## src/rtl/md_step_sequencer.sv

```systemverilog
// Front-end and timestep sequencer for the MD core: slow clock divider, particle
// record loader into per-cell BRAM write ports, and phase-1 / phase-3 step control.
module md_step_sequencer #(
    parameter int N_CELL   = 27,
    parameter int CELL_W   = 8,
    parameter int ADDR_W   = 9,
    parameter int PW       = 96,
    parameter int DIV_HALF = 8,
    parameter int SETTLE   = 99,
    parameter int STEP_W   = 16
) (
    input  logic                            fast_clk,
    input  logic                            reset,
    input  logic                            start,
    input  logic [15:0]                     cfg_n_particles,
    input  logic [STEP_W-1:0]               cfg_n_steps,
    input  logic                            in_valid,
    output logic                            in_ready,
    input  logic [2*PW+CELL_W+ADDR_W-1:0]   in_data,
    input  logic                            phase1_done_in,
    input  logic [N_CELL-1:0]               phase3_done_in,
    output logic                            clk_div,
    output logic                            tick,
    output logic [N_CELL-1:0]               ld_we,
    output logic [ADDR_W-1:0]               ld_addr,
    output logic [PW:0]                     ld_pos,
    output logic [PW:0]                     ld_vel,
    output logic                            mem_set,
    output logic                            phase1_ready,
    output logic                            phase3_ready,
    output logic [STEP_W-1:0]               step_count,
    output logic                            busy,
    output logic                            done,
    output logic                            err_cell
);

    localparam int CNT_W = (DIV_HALF > 2) ? $clog2(DIV_HALF) : 1;
    localparam int SET_W = (SETTLE > 0) ? $clog2(SETTLE + 1) : 1;

    typedef enum logic [2:0] {
        S_IDLE,
        S_LOAD,
        S_ARM,
        S_P1,
        S_P3,
        S_DONE
    } state_t;

    state_t             state;
    logic [CNT_W-1:0]   div_cnt;
    logic [15:0]        load_cnt;
    logic [SET_W-1:0]   settle;

    logic               div_wrap;
    logic               load_pending;
    logic               transfer;
    logic [PW-1:0]      rec_pos;
    logic [PW-1:0]      rec_vel;
    logic [CELL_W-1:0]  rec_cell;
    logic [ADDR_W-1:0]  rec_addr;
    logic               rec_cell_ok;

    assign rec_pos  = in_data[PW-1:0];
    assign rec_vel  = in_data[2*PW-1:PW];
    assign rec_cell = in_data[2*PW +: CELL_W];
    assign rec_addr = in_data[2*PW+CELL_W +: ADDR_W];
    assign rec_cell_ok = ({1'b0, rec_cell} < (CELL_W+1)'(N_CELL));

    // tick marks the fast edge on which clk_div falls; control moves only there,
    // keeping every output stable around the clk_div rising edge seen by the BRAMs.
    assign div_wrap     = (div_cnt == CNT_W'(DIV_HALF - 1));
    assign tick         = div_wrap & clk_div;
    assign load_pending = (load_cnt < cfg_n_particles);
    assign in_ready     = tick & (state == S_LOAD) & load_pending;
    assign transfer     = in_valid & in_ready;

    // NOTE: sequential state uses non-blocking (<=) so every register samples
    // pre-edge values regardless of statement order.
    always_ff @(posedge fast_clk or posedge reset) begin
        if (reset) begin
            div_cnt <= '0;
            clk_div <= 1'b0;
        end else if (div_wrap) begin
            div_cnt <= '0;
            clk_div <= ~clk_div;
        end else begin
            div_cnt <= div_cnt + CNT_W'(1);
        end
    end

    always_ff @(posedge fast_clk or posedge reset) begin
        if (reset) begin
            state        <= S_IDLE;
            load_cnt     <= '0;
            settle       <= '0;
            ld_we        <= '0;
            ld_addr      <= '0;
            ld_pos       <= '0;
            ld_vel       <= '0;
            mem_set      <= 1'b0;
            phase1_ready <= 1'b0;
            phase3_ready <= 1'b0;
            step_count   <= '0;
            busy         <= 1'b0;
            done         <= 1'b0;
            err_cell     <= 1'b0;
        end else if (tick) begin
            case (state)
                S_IDLE, S_DONE: begin
                    if (start) begin
                        state      <= S_LOAD;
                        load_cnt   <= '0;
                        step_count <= '0;
                        err_cell   <= 1'b0;
                        mem_set    <= 1'b0;
                        busy       <= 1'b1;
                        done       <= 1'b0;
                    end
                end
                S_LOAD: begin
                    ld_we <= '0;
                    if (!load_pending) begin
                        state <= S_ARM;
                    end else if (transfer) begin
                        ld_addr  <= rec_addr;
                        ld_pos   <= {1'b0, rec_pos};
                        ld_vel   <= {1'b0, rec_vel};
                        load_cnt <= load_cnt + 16'd1;
                        if (rec_cell_ok) begin
                            for (int i = 0; i < N_CELL; i++)
                                ld_we[i] <= (rec_cell == CELL_W'(i));
                        end else begin
                            err_cell <= 1'b1;
                        end
                    end
                end
                S_ARM: begin
                    mem_set      <= 1'b1;
                    ld_we        <= '0;
                    settle       <= '0;
                    phase1_ready <= 1'b1;
                    state        <= S_P1;
                end
                S_P1: begin
                    // Force results are trusted only after the settle window has elapsed.
                    if (phase1_done_in && settle == SET_W'(SETTLE)) begin
                        phase1_ready <= 1'b0;
                        phase3_ready <= 1'b1;
                        state        <= S_P3;
                    end else if (settle != SET_W'(SETTLE)) begin
                        settle <= settle + SET_W'(1);
                    end
                end
                S_P3: begin
                    if (&phase3_done_in) begin
                        step_count   <= step_count + STEP_W'(1);
                        phase3_ready <= 1'b0;
                        if (cfg_n_steps != '0 && step_count + STEP_W'(1) == cfg_n_steps) begin
                            busy  <= 1'b0;
                            done  <= 1'b1;
                            state <= S_DONE;
                        end else begin
                            settle       <= '0;
                            phase1_ready <= 1'b1;
                            state        <= S_P1;
                        end
                    end
                end
                default: state <= S_IDLE;
            endcase
        end
    end

endmodule

```

## config.mk

```make
export PLATFORM = sky130hd
export DESIGN_NAME = md_step_sequencer
export DESIGN_NICKNAME = d
export VERILOG_FILES = /design/src/rtl/md_step_sequencer.sv
export SDC_FILE = /design/constraint.sdc
export NUM_CORES = 1
export LEC_CHECK = 0
export ABC_AREA = 1
export ABC_CLOCK_PERIOD_IN_PS = 14350
export CAP_MARGIN = 20
export CORE_AREA = 2 2 206 208
export DETAILED_ROUTE_END_ITERATION = 7
export DIE_AREA = 0 0 208 210
export DONT_BUFFER_PORTS = 1
export GPL_ROUTABILITY_DRIVEN = 0
export PLACE_DENSITY = 0.45
export SLEW_MARGIN = 20
export SYNTH_ARGS = -nofsm -noshare
export SYNTH_HDL_FRONTEND = slang
export SYNTH_SLANG_ARGS = --single-unit
```

## constraint.sdc

```tcl
create_clock -name fast_clk -period 14.35 [get_ports fast_clk]
set_input_delay 1.435 -clock fast_clk [delete_from_list [all_inputs] [get_ports fast_clk]]
set_output_delay 1.435 -clock fast_clk [all_outputs]
set_load 0.02 [all_outputs]
```

Yosys cells after proc, flatten, opt, wreduce, memory -nomap -nowiden --
Cells that the tools add are included.
Storage, ports and cells: register bits after elaboration 280
Operators by class: $add $sub $neg 4, magnitude comparators 2, eq/ne operators 46, multiplexer cells 42, bitwise logic cells 5, reductions and logical operators 24
Operator list (count):
- $eq A8 B5 Y1 const B | 11
- $mux W27 | 3
- $eq A8 B4 Y1 const B | 8
- $mux W16 | 4
- $pmux W16 S2 | 2
- $pmux W27 S2 | 1
- $add A16 B1 Y16 const B | 2
- $eq A8 B3 Y1 const B | 4
- $mux W7 | 4
- $reduce_and A27 Y1 | 1
- $ne A2 B2 Y1 const B | 11
- $pmux W7 S3 | 1
- $reduce_and A5 Y1 | 4
- $mux W3 | 6
- $eq A16 B16 Y1 | 1
- $eq A8 B2 Y1 const B | 2
- $lt A16 B16 Y1 | 1
- $reduce_bool A16 Y1 | 1
- $pmux W3 S5 | 1
- $mux W1 | 14
- $reduce_and A4 Y1 | 3
- $reduce_and A6 Y1 | 2
- $pmux W1 S2 | 5
- $reduce_bool A2 Y1 | 5
- other kinds (19) | 26

Depth between registers and ports, before layout --
Gate-level depths: netlist (run 1).
depth in word-level cells 8, mapped depth 16, depth with buffers taken out 16

Worst setup path before layout (run 1) --
No wires, ideal clock.
kind input to output, start point input port cfg_n_particles[5], end point output port in_ready, data arrival time 2.667 ns, required time 12.915 ns, path slack 10.248 ns, stages 9, buffers on the path 0, cell sequence inv_1 -> ha_1 -> a21oi_1 -> nor2_1 -> a211oi_1 -> nand2_1 -> a21oi_1 -> nand2_1 -> nor2_1
Between the ends: longest elaborated chain between the ends 2
RTL lines:
- from (decl) | RTL line 15 | input logic [15:0] cfg_n_particles,
- $lt A16 B16 Y1 | RTL line 73 | assign load_pending = (load_cnt < cfg_n_particles);
- $and A1 B1 Y1 | RTL line 74 | assign in_ready = tick & (state == S_LOAD) & load_pending;
- to (decl) | RTL line 18 | output logic in_ready,
No other way between the ends.

Worst setup path after layout (run 1) --
Same ends and word-level chain as after synthesis.

==> flow_summary.toml, run 1 <==
[run_status]
status = "finished clean"

[worst_setup_path]
r2r_start = "div_cnt[0]"
path_class = "primary input to output port"
crit_chain = "inv_1, ha_1, a21oi_1, nor2_1, a211oi_1, nand2_1, a21oi_1, nand2_1, nor2_1"
crit_cells = 9
crit_start = "cfg_n_particles[5]"
rr_endpoint = "ld_pos[31]"
reg2regPathDepth = 14
crit_family = "simple AND/OR/NAND/NOR gates"
critPathCapture = "in_ready"
rrSetupSlack_ps = 10380
cpMaxStageDelayCell = "nor2_1"
cp_data_required_time_ps = 12910
path_max_fanout = 2
start_kind = "primary input"
max_stage_delay_ps = 360
worst_setup_path_end_kind = "output port"
cp_num_buf_inv = 1
arrival_ps = 2870

[timing]
timing.fmax_ghz = 0.233
rsz0062_at_grt = "no"
setup_tns_ps = 0
hold_viol = 0
worst_slew_pin_slew_ps = 1010
relSlewSlack_pct = 32.5
finClkSkew_ps = 15.7
final-setup-viol-count = 0
final-max-slew-violation-count = 0
finalCritPeriodShare_pct = 30.0
layout_min_cycle_time_ps = 4300

[cts]
clock_latency_ps = 530
cts_made_buffers = 35
tritoncts = "built"
cts_hold_buf = 0
cts_sinks = 280
clock_tree.root_cell = "clkbuf_16"
post_cts_resize_count = 0
clock_path_buffers = 3
postCtsSetupBuffers = 0
htree_levels = 2
clkTransAtPathRegs_ps = 50

[route]
wirelength_mm = 39.6
dr.pass1.iters = 4
antenna_left = 0
num_vias = 10057
avgRoutedWirePerCell_um = 18.8
drtIter0Drc = 560
avgViaCountPerCell = 4.77
drc_errors = 0

[finish]
final_cells = 2110
drive_gt1_share_pct = 6.37
area_growth_pct = 12.2
seq_area_um2 = 7010
fin_nets = 1836
final_cell_mix = "nand2_1 (790), dfrtp_1 (280), inv_1 (83)"
layout_commonest_cell = "nand2_1"
nFillCells = 4400
multi_input_area_um2 = 4920

[placement]
placed_cells = 2045
dpl.hpwl_mm = 29.1
io_buffers = 0

[logic_synthesis]
netlist_area_um2 = 12700
synth_seq_cells = 280
synth.avg_cell_area_um2 = 8.13
async_reset_ff_share_pct = 100
synthFlopType = "dfrtp_1"
yosysUniqueCellTypes = 38
synth_edf_count = 0
seq_area_frac_synth_pct = 55.3
syn_inst = 1559
yosys_warnings = 0

[global_route]
grt_pass1_vias = 10162
grt_max_degree = 115
track_usage_pct = 17.8
antenna_found_initial = 2
grt_pass1_wl_mm = 60.7
grt_overflow_total = 0

[pwr]
ir_drop_v = 0.0000674
power-per-cell-area_nw_per_um2 = 146
power_leakage_uw = 0.00751

[floorplanning]
die_x_um = 208
die_area_um2 = 43700
fp.dieH_um = 210
io_pins = 528
rows = 75
start_util_pct = 30.5
design.core.area_um2 = 41500

[job]
cap_violations = 0

[min_path]
hold_start = "div_cnt[0]"
hold_path.class = "flip-flop to flip-flop"
[how the worst min path moves through the flow]
stage               slack [ps]          to  depth (start not counted)
floorplan                  400  div_cnt[0]                          1
global placement           420  div_cnt[0]                          1
detailed placement         420  div_cnt[0]                          1
CTS                        430  div_cnt[0]                          1
global route               460  div_cnt[0]                          1
finish                     430  div_cnt[0]                          1
[cell families after synthesis]
kind of cell             after synthesis  share of synthesized area, %
flip-flops                           280                          55.3
AND/OR/NAND/NOR                     1000                          32.0
buffers and inverters                154                          5.89
AO/OA/AOI/OAI                         92                          4.02
adder cells (fa/ha/maj)               20                          1.98
other                                  1                        0.0296
XOR/XNOR                              12                         0.830
[final cells by class]
type	instances	share of cell area (%)
diodes	2	0.0352
well taps	539	4.74
multi-input cells	1126	34.6
clock buffers	50	6.91
flip-flops and latches	280	49.3
inverters	92	2.52
clock inverters	13	1.44
repair buffers	8	0.422
[metrics by stage]
step	instance area, um2	util (%)	hold slack (ps)	power, uW	setup slack [ps]
6_report	14200	34.3	431	2070	10050
5_1_grt	14200	34.3	461	2180	9850
3_5_place_dp	13000	31.4	423	1180	9690
2_1_floorplan	12700	-	403	1110	5190
4_1_cts	14200	34.3	432	2110	10020
3_3_place_gp	13000	31.4	417	1180	9730
[state kept, by name, summed over array words and instances (netlist names)]
| name | flops |
|---|---|
| err_cell | 1 |
| load_cnt | 16 |
| ld_addr | 9 |
| step_count | 16 |
| ld_pos | 96 |
| busy | 1 |
| state | 3 |
| phase1_ready | 1 |
| mem_set | 1 |
| settle | 7 |
| clk_div | 1 |
| div_cnt | 3 |
| ld_vel | 96 |
| ld_we | 27 |
| phase3_ready | 1 |
| done | 1 |
[report_power, final]
part	internal, uW	leakage [uW]	total [uW]	switching [uW]
logic	47.9	0.00317	154	106
clock network	569	0.000584	913	344
registers	856	0.00375	1010	151
total	1470	0.00751	2070	600
[worst reg2reg max path: stages (launching register included)]
cell and delay, ps:
dfrtp_1 380, ha_1 200, ha_1 210, nand2_1 70, buf_4 290, inv_1 260, nand2_1 160, nor2_1 60
nand2_1 130, nor2_4 40, buf_4 280, inv_6 640, buf_4 900, nand2_1 200, nand2_1 90
[synth_stat cells (3+ instances only)]
cell | instances | area [um2]
dfrtp_1 | 280 | 7010
buf_4 | 8 | 60.1
nor2_2 | 10 | 62.6
xor2_1 | 11 | 96.3
o21ai_0 | 58 | 290
nor4_1 | 9 | 56.3
nor2_1 | 67 | 251
nand2_1 | 790 | 2970
ha_1 | 20 | 250
o21ai_2 | 3 | 26.3
a21oi_1 | 13 | 65.1
buf_6 | 14 | 158
o22ai_1 | 11 | 68.8
inv_2 | 7 | 26.3
buf_2 | 26 | 130
nand3_1 | 62 | 310
nand2_2 | 8 | 50.1
inv_1 | 84 | 315
nor3_1 | 9 | 45.0
nand4_1 | 33 | 206
clkbuf_1 | 13 | 48.8
nand3_2 | 3 | 30.0
[per-layer routing]
metal  share of wire [%]  track usage [%]  vias to the layer above
met1                  39             20.7                     4697
met2                  46             28.2                      428
li1                    -                -                     4855
met3                  12             8.09                       77
met4                 3.7             7.73                        0
met5                   0                0                        -
Note: power is estimated with default switching activity, not from simulation.
==> run 2, diff against run 1 <==
Settings changed: ABC_CLOCK_PERIOD_IN_PS 14350 to 3500, PLACE_DENSITY 0.45 to 0.47.
Clock period 14.35 ns to 3.5 ns, I/O delays scaled along.
==> run 2 against run 1 <==
Cell count increased by 9.8%. Routed wire length up 3.4%. Count of clock-buffer cells in the layout fell by 1. Flip-flop and latch count did not move. Critical path depth rose by 3. Global-route usage is 0.57 points higher. Final area up 15%. Die area did not move. Total power rose to 4.2 times the previous value. Worst setup slack worse by 9400 ps. First-iteration DRC count is 31% higher. Non-clock buffer count grew 211. Critical endpoint is now ld_vel[0].
==> flow_summary.toml, run 2 (synthesis gave the netlist of run 1 again) <==
[global_route]
grt_pass1_wl_mm = 63.7
use_met2_pct = 30.2
track_usage_pct = 18.3
antenna_found_initial = 1
top_usage_layer = "met2"
grt_max_degree = 129
grt_overflow_total = 0
grt_util_met3_pct = 6.60
use_met1_pct = 22.0
grt_pass1_vias = 11133

[route]
drtIter0Drc = 731
avgViaCountPerCell = 4.78
wirelength_mm = 41.0
dr.pass1.iters = 5
drc_errors = 0
antenna_left = 0
num_vias = 11079
avgRoutedWirePerCell_um = 17.7

[timing]
finalCritPeriodShare_pct = 82.4
setup_tns_ps = 0
timing.fmax_ghz = 0.347
relSlewSlack_pct = 40.8
finClkSkew_ps = 11.2
worst_slew_pin_slew_ps = 886
hold_viol = 0
final-setup-viol-count = 0
fin_ws_ps = 614
layout_min_cycle_time_ps = 2890
final-max-slew-violation-count = 0
rsz0062_at_grt = "no"

[min_path]
hold_path.class = "primary input to flip-flop"
hold_start = "in_data[193]"

[cts]
clock_latency_ps = 520
clock_path_buffers = 3
tritoncts = "built"
clkTransAtPathRegs_ps = 60
cts_sinks = 280
postCtsSetupBuffers = 0
cts_made_buffers = 34
cts_hold_buf = 203
clock_tree.root_cell = "clkbuf_16"
post_cts_resize_count = 0
htree_levels = 2

[worst_setup_path]
path_class = "flip-flop to flip-flop"
cp_data_required_time_ps = 3950
rrSetupSlack_ps = 610
crit_start = "load_cnt[11]"
path_max_fanout = 82
arrival_ps = 3340
r2r_start = "load_cnt[11]"
worst_setup_path_end_kind = "flip-flop"
start_kind = "flip-flop"

[job]
cap_violations = 0

[finish]
final_cell_mix = "nand2_1 (790), dfrtp_1 (280), dlygate4sd3_1 (203)"
top_regs = "ld_pos: 96 flops, ld_vel: 96 flops, ld_we: 27 flops"
layout_commonest_cell = "nand2_1"
fin_nets = 2046
drive_gt1_share_pct = 6.14
final_cells = 2316
area_growth_pct = 29.4
final_cell_area_um2 = 16400

[floorplanning]
die_x_um = 208
io_pins = 528
fp.dieH_um = 210
rows = 75
design.core.area_um2 = 41500
start_util_pct = 30.5
die_area_um2 = 43700

[placement]
dpl.hpwl_mm = 28.8
io_buffers = 0
placed_cells = 2053
pre_cts_ws_ps = 636
postPlaceCellArea_um2 = 13100

[pwr]
power-per-cell-area_nw_per_um2 = 536
ir_drop_v = 0.000297
power_leakage_uw = 0.00843

[run_status]
status = "finished clean"
-- run 2: final cells by class --
cell class,instances,area [um2]
well taps,539,674
clock inverters,10,175
diodes,1,2.50
fillers,4157,25100
repair buffers,219,2210
clock buffers,49,1040
flip-flops and latches,280,7010
inverters,92,354
multi-input cells,1126,4920
-- run 2: metal layers --
metal / routed length [um] / vias to the layer above
li1: - / 5275
met1: 16200 / 5236
met2: 19300 / 498
met3: 4220 / 68
met4: 1280 / 2
met5: 13 / -
-- run 2: power breakdown --
| part | internal, uW | switching (uW) |
|---|---|---|
| sequential | 3510 | 607 |
| clock | 2430 | 1380 |
| combinational | 361 | 497 |
| total | 6300 | 2480 |
-- run 2: worst max-delay path, cell delays in order, from the launching register on --
cell and delay (ps):
dfrtp_1 460, ha_1 330, nand2_1 70, o21ai_0 160, nand4_1 90, o211ai_1 90
a21oi_1 100, nand2_1 150, nor2_4 80, inv_6 450, buf_4 540, nand2_1 150
nand2_1 100
-- run 2: worst paths after layout --
path,cells after the start,to
hold / removal,2,ld_we[15]
hold reg to reg,1,div_cnt[0]
setup reg to reg,12,ld_vel[0]
setup / recovery,12,ld_vel[0]
max in group asynchronous,3,state[1]
min in group asynchronous,2,step_count[2]
-- run 2: through the flow --
stage | power [uW] | hold slack [ps] | utilization [%]
2_1_floorplan | 4550 | 403 | -
3_3_place_gp | 4830 | 415 | 31.7
3_5_place_dp | 4840 | 419 | 31.7
4_1_cts | 8910 | 20.7 | 39.5
5_1_grt | 9190 | 68.1 | 39.5
6_report | 8780 | 61.7 | 39.5
==> run 3, diff against run 2 <==
Settings changed: ABC_CLOCK_PERIOD_IN_PS 3500 to 3000, PLACE_DENSITY 0.47 to 0.45.
Clock period 3.5 ns to 3 ns, I/O delays scaled along.
==> run 3 against run 2 <==
Die area unchanged. Clock skew down 2.7 ps. Flip-flop and latch count unchanged. Global-route usage up 0.62 points. Count of clock-buffer cells in the layout up 5. Combinational power up 21%. Maximum frequency up 5.9%. Critical path type unchanged. Largest cell class unchanged. Largest power group unchanged.
==> flow_summary.toml, run 3 (synthesis gave the netlist of run 1 again) <==
[run_status]
status = "finished clean"

[pwr]
ir_drop_v = 0.000397
power-per-cell-area_nw_per_um2 = 613
power.total_uw = 10100
power_leakage_uw = 0.00846

[route]
avgViaCountPerCell = 4.75
avgRoutedWirePerCell_um = 18.3
drc_errors = 0
wirelength_mm = 42.7
dr.pass1.iters = 5
antenna_left = 0
num_vias = 11065
drtIter0Drc = 632

[global_route]
grt_pass1_wl_mm = 65.6
grt_pass1_vias = 11299
track_usage_pct = 18.9
grt_overflow_total = 0
antenna_found_initial = 2
grt_max_degree = 132

[finish]
drive_gt1_share_pct = 6.48
area_growth_pct = 29.9
layout_commonest_cell = "nand2_1"
top_regs = "ld_pos: 96 flops, ld_vel: 96 flops, ld_we: 27 flops"
fin_nets = 2057
final_util_pct = 39.7
final_cell_mix = "nand2_1 (790), dfrtp_1 (280), dlygate4sd3_1 (205)"
nFillCells = 4102

[worst_setup_path]
arrival_ps = 3180
cp_data_required_time_ps = 3450
start_kind = "flip-flop"
reg2regPathDepth = 11
path_class = "flip-flop to flip-flop"
path_max_fanout = 131
worst_setup_path_end_kind = "flip-flop"

[cts]
cts_sinks = 280
cts_made_buffers = 35
clock_latency_ps = 520
clock_path_buffers = 3
postCtsSetupBuffers = 0
clkTransAtPathRegs_ps = 60
tritoncts = "built"
htree_levels = 2
clock_tree.root_cell = "clkbuf_16"

[floorplanning]
rows = 75
design.core.area_um2 = 41500
fp.dieH_um = 210
die_area_um2 = 43700
start_util_pct = 30.5
die_x_um = 208
io_pins = 528

[timing]
hold_viol = 0
whs_ps = 91.0
final-max-slew-violation-count = 0
relSlewSlack_pct = 39.5
final-setup-viol-count = 0
worst_slew_pin_slew_ps = 906
setup_tns_ps = 0
timing.fmax_ghz = 0.367
rsz0062_at_grt = "no"
finalCritPeriodShare_pct = 90.9
layout_min_cycle_time_ps = 2730
finClkSkew_ps = 8.42

[min_path]
whs_path_depth = 3
hold_path.class = "primary input to flip-flop"

[placement]
io_buffers = 0
dpl.hpwl_mm = 30.2

[job]
cap_violations = 0
run 3: cell types whose count changed in the layout (fill, tap and decap cells not counted):
cell	previous run	this run
buf_12	5	7
buf_4	11	17
bufinv_16	5	2
clkbuf_1	5	9
clkbuf_8	7	8
clkinv_2	5	6
diode_2	1	2
dlygate4sd3_1	203	205
nand4_2	1	0
nand4_4	0	1
run 3: per-layer routing:
| layer | up-vias | global-route usage (%) | wire length [um] |
|---|---|---|---|
| met3 | 69 | 6.56 | 4000 |
| met1 | 5276 | 22.9 | 17200 |
| met2 | 421 | 31.4 | 20400 |
| met5 | - | 0 | 0 |
| met4 | 0 | 6.77 | 1090 |
| li1 | 5299 | - | - |
run 3: layout make-up:
cell class              count  area (um2)  area share (%)
flip-flops and latches    280        7010            42.6
multi-input cells        1126        4930            30.0
repair buffers            229        2320            14.1
clock buffers              54        1070            6.50
well taps                 539         674            4.10
inverters                  92         354            2.15
clock inverters             8        90.1           0.548
diodes                      2        5.00          0.0304
run 3: critical path: stages (launching register included):
cell and delay (ps):
dfrtp_1 430, ha_1 310, a21oi_1 140, o21ai_1 120
nand4_1 100, nand2_1 70, a21oi_1 190, nand2_1 150
nor2_4 220, buf_12 380, nand2_1 200, nand2_1 130
run 3: what timing repair did:
action,in CTS,in global routing
hold buffers,205,0
endpoints found under the hold margin,229,0
resized for setup,0,1
endpoints found under the setup margin,0,7
run 3: stage by stage:
stage,setup WS [ps],instances,cell area [um2]
3_3_place_gp,298,2061,13200
4_1_cts,246,2328,16400
6_report,274,2330,16500
3_5_place_dp,247,2061,13200
5_1_grt,17.3,2330,16500
2_1_floorplan,-1010,1560,12700
run 3: path summary, 6_finish.rpt:
kind / from / endpoint / slack (ps)
max reg2reg: load_cnt[3] / ld_pos[7] / 270
min in group asynchronous: reset / ld_pos[86] / 470
min reg2reg: div_cnt[0] / div_cnt[0] / 430
max: load_cnt[3] / ld_pos[7] / 270
min: in_data[192] / ld_we[14] / 90
max in group asynchronous: reset / ld_vel[15] / 1690
run 3: power by group:
group | switching [uW] | internal (uW)
registers | 696 | 4100
logic | 603 | 438
clock network | 1630 | 2620
